## config.mk

```make
export PLATFORM = sky130hd
export DESIGN_NAME = mdu_iter_32
export DESIGN_NICKNAME = d
export VERILOG_FILES = /design/src/rtl/mdu_pkg.sv /design/src/rtl/mdu_sign_fix.sv /design/src/rtl/mdu_iter_32.sv
export SDC_FILE = /design/constraint.sdc
export NUM_CORES = 1
export LEC_CHECK = 0
export CORE_UTILIZATION = 32
export DETAILED_ROUTE_END_ITERATION = 8
export PLACE_DENSITY = 0.58
export SLEW_MARGIN = 20
export SYNTH_ARGS = -nofsm -noshare
export SYNTH_HDL_FRONTEND = slang
export SYNTH_SLANG_ARGS = --single-unit
```

## constraint.sdc

```tcl
create_clock -name clk -period 3.4 [get_ports clk]
set_input_delay 0.68 -clock clk [delete_from_list [all_inputs] [get_ports clk]]
set_output_delay 0.68 -clock clk [all_outputs]
set_load 0.01 [all_outputs]
```

## src/rtl/mdu_pkg.sv

```systemverilog
// Shared definitions for the iterative RV32M multiply/divide unit:
// op codes (funct3), FSM state encoding, default widths and op helpers.
package mdu_pkg;

  localparam int MDU_XLEN  = 32;
  localparam int MDU_CNT_W = 6;

  localparam logic [2:0] OP_MUL    = 3'b000;
  localparam logic [2:0] OP_MULH   = 3'b001;
  localparam logic [2:0] OP_MULHSU = 3'b010;
  localparam logic [2:0] OP_MULHU  = 3'b011;
  localparam logic [2:0] OP_DIV    = 3'b100;
  localparam logic [2:0] OP_DIVU   = 3'b101;
  localparam logic [2:0] OP_REM    = 3'b110;
  localparam logic [2:0] OP_REMU   = 3'b111;

  typedef enum logic [1:0] {
    S_IDLE = 2'd0,
    S_CALC = 2'd1,
    S_FIX  = 2'd2,
    S_DONE = 2'd3
  } state_e;

  // Divide family (DIV/DIVU/REM/REMU) has funct3[2] set.
  function automatic logic is_div(input logic [2:0] op);
    return op[2];
  endfunction

  // rs1 is treated as signed for MUL, MULH, MULHSU, DIV, REM.
  function automatic logic op_signed_a(input logic [2:0] op);
    return (op == OP_MUL) || (op == OP_MULH) || (op == OP_MULHSU) ||
           (op == OP_DIV) || (op == OP_REM);
  endfunction

  // rs2 is treated as signed for MUL, MULH, DIV, REM.
  function automatic logic op_signed_b(input logic [2:0] op);
    return (op == OP_MUL) || (op == OP_MULH) ||
           (op == OP_DIV) || (op == OP_REM);
  endfunction

endpackage

```

## src/rtl/mdu_sign_fix.sv

```systemverilog
// Combinational two's-complement conditional negation, used both for
// operand magnitude conversion and for final result sign correction.
module mdu_sign_fix #(
  parameter int W = 32
) (
  input  logic [W-1:0] val_i,
  input  logic         neg_i,
  output logic [W-1:0] res_o
);

  // Negate when requested, otherwise pass through.
  assign res_o = neg_i ? ({W{1'b0}} - val_i) : val_i;

endmodule

```

## src/rtl/mdu_iter_32.sv

```systemverilog
// Iterative RV32M multiply/divide unit: radix-2 shift-add multiply and
// restoring divide, one operation in flight, start/busy/done handshake.
// Optional macro MDU_EARLY_OUT_EN: divide-by-zero, signed overflow and
// multiply-by-zero finish in one cycle instead of 33.
module mdu_iter_32
  import mdu_pkg::*;
#(
  parameter int XLEN  = MDU_XLEN,
  parameter int CNT_W = MDU_CNT_W
) (
  input  logic            clk,
  input  logic            rst_n,
  input  logic            start,
  input  logic [2:0]      op,
  input  logic [XLEN-1:0] a,
  input  logic [XLEN-1:0] b,
  output logic            busy,
  output logic            done,
  output logic [XLEN-1:0] result
);

  state_e              state_q, state_d;
  logic [CNT_W-1:0]    cnt_q, cnt_d;
  logic [2:0]          op_q, op_d;
  logic [XLEN-1:0]     a_q, a_d;
  logic [XLEN-1:0]     mcand_q, mcand_d;   // multiplicand or divisor magnitude
  logic [2*XLEN-1:0]   prod_q, prod_d;     // product, or {remainder, quotient}
  logic                neg_q, neg_d;       // negate final result
  logic                divz_q, divz_d;
  logic [XLEN-1:0]     result_q, result_d;

  logic                sa, sb;
  logic [XLEN-1:0]     mag_a, mag_b;
  logic [2*XLEN-1:0]   p_fix;
  logic [XLEN-1:0]     d_src, d_fix;
  logic [XLEN:0]       add_sum, rsh, diff;

  assign sa = a[XLEN-1] & op_signed_a(op);
  assign sb = b[XLEN-1] & op_signed_b(op);

  // Magnitudes of -2^31 are exactly 2^31, which an unsigned XLEN field holds.
  mdu_sign_fix #(.W(XLEN))   u_fix_a (.val_i(a),      .neg_i(sa),    .res_o(mag_a));
  mdu_sign_fix #(.W(XLEN))   u_fix_b (.val_i(b),      .neg_i(sb),    .res_o(mag_b));
  mdu_sign_fix #(.W(2*XLEN)) u_fix_p (.val_i(prod_q), .neg_i(neg_q), .res_o(p_fix));
  mdu_sign_fix #(.W(XLEN))   u_fix_d (.val_i(d_src),  .neg_i(neg_q), .res_o(d_fix));

  assign add_sum = {1'b0, prod_q[2*XLEN-1:XLEN]} + {1'b0, mcand_q};
  assign rsh     = prod_q[2*XLEN-1:XLEN-1];
  assign diff    = rsh - {1'b0, mcand_q};
  assign d_src   = op_q[1] ? prod_q[2*XLEN-1:XLEN] : prod_q[XLEN-1:0];

`ifdef MDU_EARLY_OUT_EN
  logic            early;
  logic [XLEN-1:0] early_res;

  // Detect operations whose result is known without iterating.
  always_comb begin
    early     = 1'b0;
    early_res = '0;
    if (is_div(op)) begin
      if (b == '0) begin
        early     = 1'b1;
        early_res = op[1] ? a : '1;
      end else if (!op[0] && (a == {1'b1, {(XLEN-1){1'b0}}}) && (b == '1)) begin
        early     = 1'b1;
        early_res = op[1] ? '0 : a;
      end
    end else if ((a == '0) || (b == '0)) begin
      early     = 1'b1;
      early_res = '0;
    end
  end
`endif

  // Next-state, iteration datapath and result selection.
  always_comb begin
    state_d  = state_q;
    cnt_d    = cnt_q;
    op_d     = op_q;
    a_d      = a_q;
    mcand_d  = mcand_q;
    prod_d   = prod_q;
    neg_d    = neg_q;
    divz_d   = divz_q;
    result_d = result_q;
    case (state_q)
      S_IDLE, S_DONE: begin
        state_d = S_IDLE;
        if (start) begin
          op_d   = op;
          a_d    = a;
          cnt_d  = '0;
          divz_d = (b == '0);
          if (is_div(op)) begin
            mcand_d = mag_b;
            prod_d  = {{XLEN{1'b0}}, mag_a};
            neg_d   = op[1] ? sa : (sa ^ sb);   // remainder follows dividend
          end else begin
            mcand_d = mag_a;
            prod_d  = {{XLEN{1'b0}}, mag_b};
            neg_d   = sa ^ sb;
          end
`ifdef MDU_EARLY_OUT_EN
          if (early) begin
            state_d  = S_DONE;
            result_d = early_res;
          end else
`endif
          begin
            state_d = S_CALC;
          end
        end
      end
      S_CALC: begin
        cnt_d = cnt_q + 1'b1;
        if (is_div(op_q)) begin
          prod_d = diff[XLEN] ? {rsh[XLEN-1:0],  prod_q[XLEN-2:0], 1'b0}
                              : {diff[XLEN-1:0], prod_q[XLEN-2:0], 1'b1};
        end else begin
          prod_d = prod_q[0] ? {add_sum, prod_q[XLEN-1:1]}
                             : {1'b0, prod_q[2*XLEN-1:1]};
        end
        if (cnt_q == CNT_W'(XLEN-1)) state_d = S_FIX;
      end
      S_FIX: begin
        state_d = S_DONE;
        if (is_div(op_q)) begin
          if (divz_q) result_d = op_q[1] ? a_q : '1;
          else        result_d = d_fix;
        end else begin
          result_d = (op_q == OP_MUL) ? p_fix[XLEN-1:0] : p_fix[2*XLEN-1:XLEN];
        end
      end
      default: state_d = S_IDLE;
    endcase
  end

  // State and datapath registers, all cleared by asynchronous reset.
  always_ff @(posedge clk or negedge rst_n) begin
    if (!rst_n) begin
      state_q  <= S_IDLE;
      cnt_q    <= '0;
      op_q     <= '0;
      a_q      <= '0;
      mcand_q  <= '0;
      prod_q   <= '0;
      neg_q    <= 1'b0;
      divz_q   <= 1'b0;
      result_q <= '0;
    end else begin
      state_q  <= state_d;
      cnt_q    <= cnt_d;
      op_q     <= op_d;
      a_q      <= a_d;
      mcand_q  <= mcand_d;
      prod_q   <= prod_d;
      neg_q    <= neg_d;
      divz_q   <= divz_d;
      result_q <= result_d;
    end
  end

  assign busy   = (state_q == S_CALC) || (state_q == S_FIX);
  assign done   = (state_q == S_DONE);
  assign result = result_q;

endmodule

```

==> metrics <==
outcome=finished clean; Post-Syn Area=between 15,000 and 20,000 um^2; CP top delay family=simple AND/OR/NAND/NOR gates; routed len/inst=about 23 um; clk sinks=173; pwr/cell area=about 1100 nW/um^2; Syn Area/Cell=~7.6 um^2; FP Rows=84; YS warnings=0; syn_nets=2,387; most frequent cell after synthesis=nand2_1; Total Routing Usage GR=0.267; CTS clk-pin slew, worst paths=about 0.070 ns; Setup Skew=approximately 0.015 ns; dominant cell type by area after synthesis=dfrtp_1; final non-filler cell total=around 3,100; worst hold slack=approximately 0.28 ns; drt pass-1 iters=5; r2r worst-path depth=9; Worst Setup End Kind=flip-flop; io pins=~100; crit path kind=reg -> reg; Hold Vio Cnt, Final=0; worst reg2reg path endpoint=result[25]; root buf cell=clkbuf_16; CP max stage delay=around 0.56 ns; Critical Path AT=around 3.8 ns; total global routing overflow=0; Post-DP Area=~20,000 um^2; Buf/Inv on CP=0; sequential share of the synthesized area=0.253; die area=around 54,000 um^2; R2R Path Start=prod_q[15]; clk buf depth=2; CP dominant cell by count=or4_4; Commonest cells post-synth=243 x nand2_1, 202 x nor2_1, 200 x a21oi_1; Worst R2R Setup Slack=between 0.03 and 0.04 ns; DRC Markers=0; ys flop type=dfrtp_1; GP Congestion=0.975; RSZ-0062 raised after global routing=yes; share of cells above drive strength 1=0.169; CP required=between 3 and 4 ns; Tot Pwr=23.8 mW; DP Cell Count=slightly above 3,000; Chip Width=233 um; endpoints failing setup=0; Mapped Cells=approximately 2,200; CTS tree=done; worst-path fanout max=4; Period minus WS final=between 3 and 4 ns; EDFF count, synth=0; final WL=between 70 and 80 mm; first-pass GRT wire length=about 110 mm; TritonCTS Buffers=17; initial core utilization=0.325; worst vdd ir=857 uV; Crit. Startpoint=prod_q[15]; Hold Buf Count CTS=0; Final Cycle Share=0.989; unique cell type count in the Yosys netlist=80; chip height=233 um; vias in the first global route=17,600; I/O Buffers=around 100; area grow syn2layout=23.2%; fin. max-slew vios=0; pin slew with the least headroom to its limit=slightly above 1 ns; antenna-violating nets left=0; initial antenna violation count=1; post-detail-place hpwl=a little under 60 mm; clk_lat worst skew=0.47 ns; DR iter-0 viols=about 1,900; H-tree depth=4; Final #Nets=roughly 2,600; CORE AREA=52,700 um^2; largest net degree at the start of global routing=75; fraction of registers with async set/reset=1.00; Slew Limit Headroom=0.323; crit path cell chain=or4_4 > or4_4 > or4_4 > or2_4 > or3_4 > o311ai_2 > o21ai_1 > a221oi_2 > a21o_1; Hold/Removal Path Class=in -> async; diodes inserted=0; Final Cell Area=approximately 21,000 um^2; post-synth top area share=0.253; Slowest-stage cell, CP=or4_4; synth top area cells=dfrtp_1 25%, a21oi_1 5.9%, o21ai_0 5.4%; Yosys reg bits=around 170; Startpoint Class=flip-flop; via count=about 19,000; P_leak=slightly below 9 nW; Max Fclk=approximately 300 MHz; via/cell ratio=a little under 6; Max Cap Violations=0; Total Negative Setup Slacks=0 ns
-- layer usage --
metal | part of all wire | vias to the layer above | track usage
li1 | - | 8554 | -
met3 | 0.078 | 129 | 0.0475
met2 | 0.44 | 843 | 0.413
met4 | 0.032 | 2 | 0.0880
met1 | 0.45 | 9010 | 0.372
met5 | 0.00018 | - | 0
-- how the worst max path moves through the flow --
| stage | depth (start not counted) | end | slack (ns) |
|---|---|---|---|
| after floorplan | 12 | result[25] | -0.11 |
| after global placement | 10 | mcand_q[27] | -0.17 |
| after detailed placement | 10 | mcand_q[27] | -0.18 |
| after CTS | 10 | result[6] | 0.007 |
| after global routing | 9 | result[25] | -0.03 |
| final | 9 | result[25] | 0.04 |
-- metrics by stage --
step	utilization	setup WS [ns]
2_1_floorplan	-	-0.109
3_3_place_gp	0.386	-0.166
3_5_place_dp	0.386	-0.185
4_1_cts	0.397	0.00733
6_report	0.400	0.0367
5_1_grt	0.400	-0.0303
-- power by group --
group	switching (mW)	leakage (nW)	internal, mW
Sequential	1.08	2.14	3.03
Clock	1.04	0.284	0.982
Combinational	10.4	6.50	7.23
-- flip-flops by register name (all words and copies together) (netlist names) --
name,count
mcand_q,32
a_q,32
op_q,3
state_q,2
divz_q,1
cnt_q,6
result,32
neg_q,1
prod_q,64
-- cells in the final DEF, fill, tap and decap left out, types with 20 or more instances in the layout --
cell,synthesis,final
mux2_2,55,55
or3_1,22,21
clkdlybuf4s50_1,0,101
a211oi_1,33,32
xnor2_1,104,103
inv_1,60,60
xor2_1,91,90
nor2b_1,21,21
ha_1,72,72
buf_4,0,255
mux2i_1,55,55
nor3_1,50,48
a31oi_1,34,34
a21oi_1,200,197
nor2_1,202,201
o22ai_1,20,20
nand3_1,37,37
dfrtp_1,173,169
o211ai_1,32,32
o21ai_0,185,174
nand2_1,243,242
a21o_1,37,37
o31ai_1,46,43
-- cells by family (layout without fill, tap and decap cells) --
| family | Yosys count | count (layout) | share of synthesized area |
|---|---|---|---|
| AND/OR/NAND/NOR | 696 | 696 | 0.188 |
| buffers and inverters | 251 | 461 | 0.0567 |
| AO/OA/AOI/OAI | 744 | 744 | 0.278 |
| flip-flops | 173 | 173 | 0.253 |
| multiplexers | 110 | 110 | 0.0685 |
| XOR/XNOR | 195 | 195 | 0.0999 |
| adder cells (fa/ha/maj) | 74 | 74 | 0.0551 |
-- cell type report --
| type | count | area [um^2] |
|---|---|---|
| Fill cell | 5379 | 31600 |
| Inverter | 64 | 240 |
| Clock inverter | 14 | 141 |
| Tap cell | 688 | 861 |
| Sequential cell | 173 | 4340 |
| Multi-Input combinational cell | 1819 | 12000 |
| Timing Repair Buffer | 365 | 3080 |
| Clock buffer | 18 | 429 |
-- timing repair --
action                                  in CTS  in global routing
pin swaps                                    0                  9
endpoints found under the setup margin       6                 57
buffers inserted                             0                  3
gates resized for setup                      3                 36
Power figures use the tool's default switching activity.
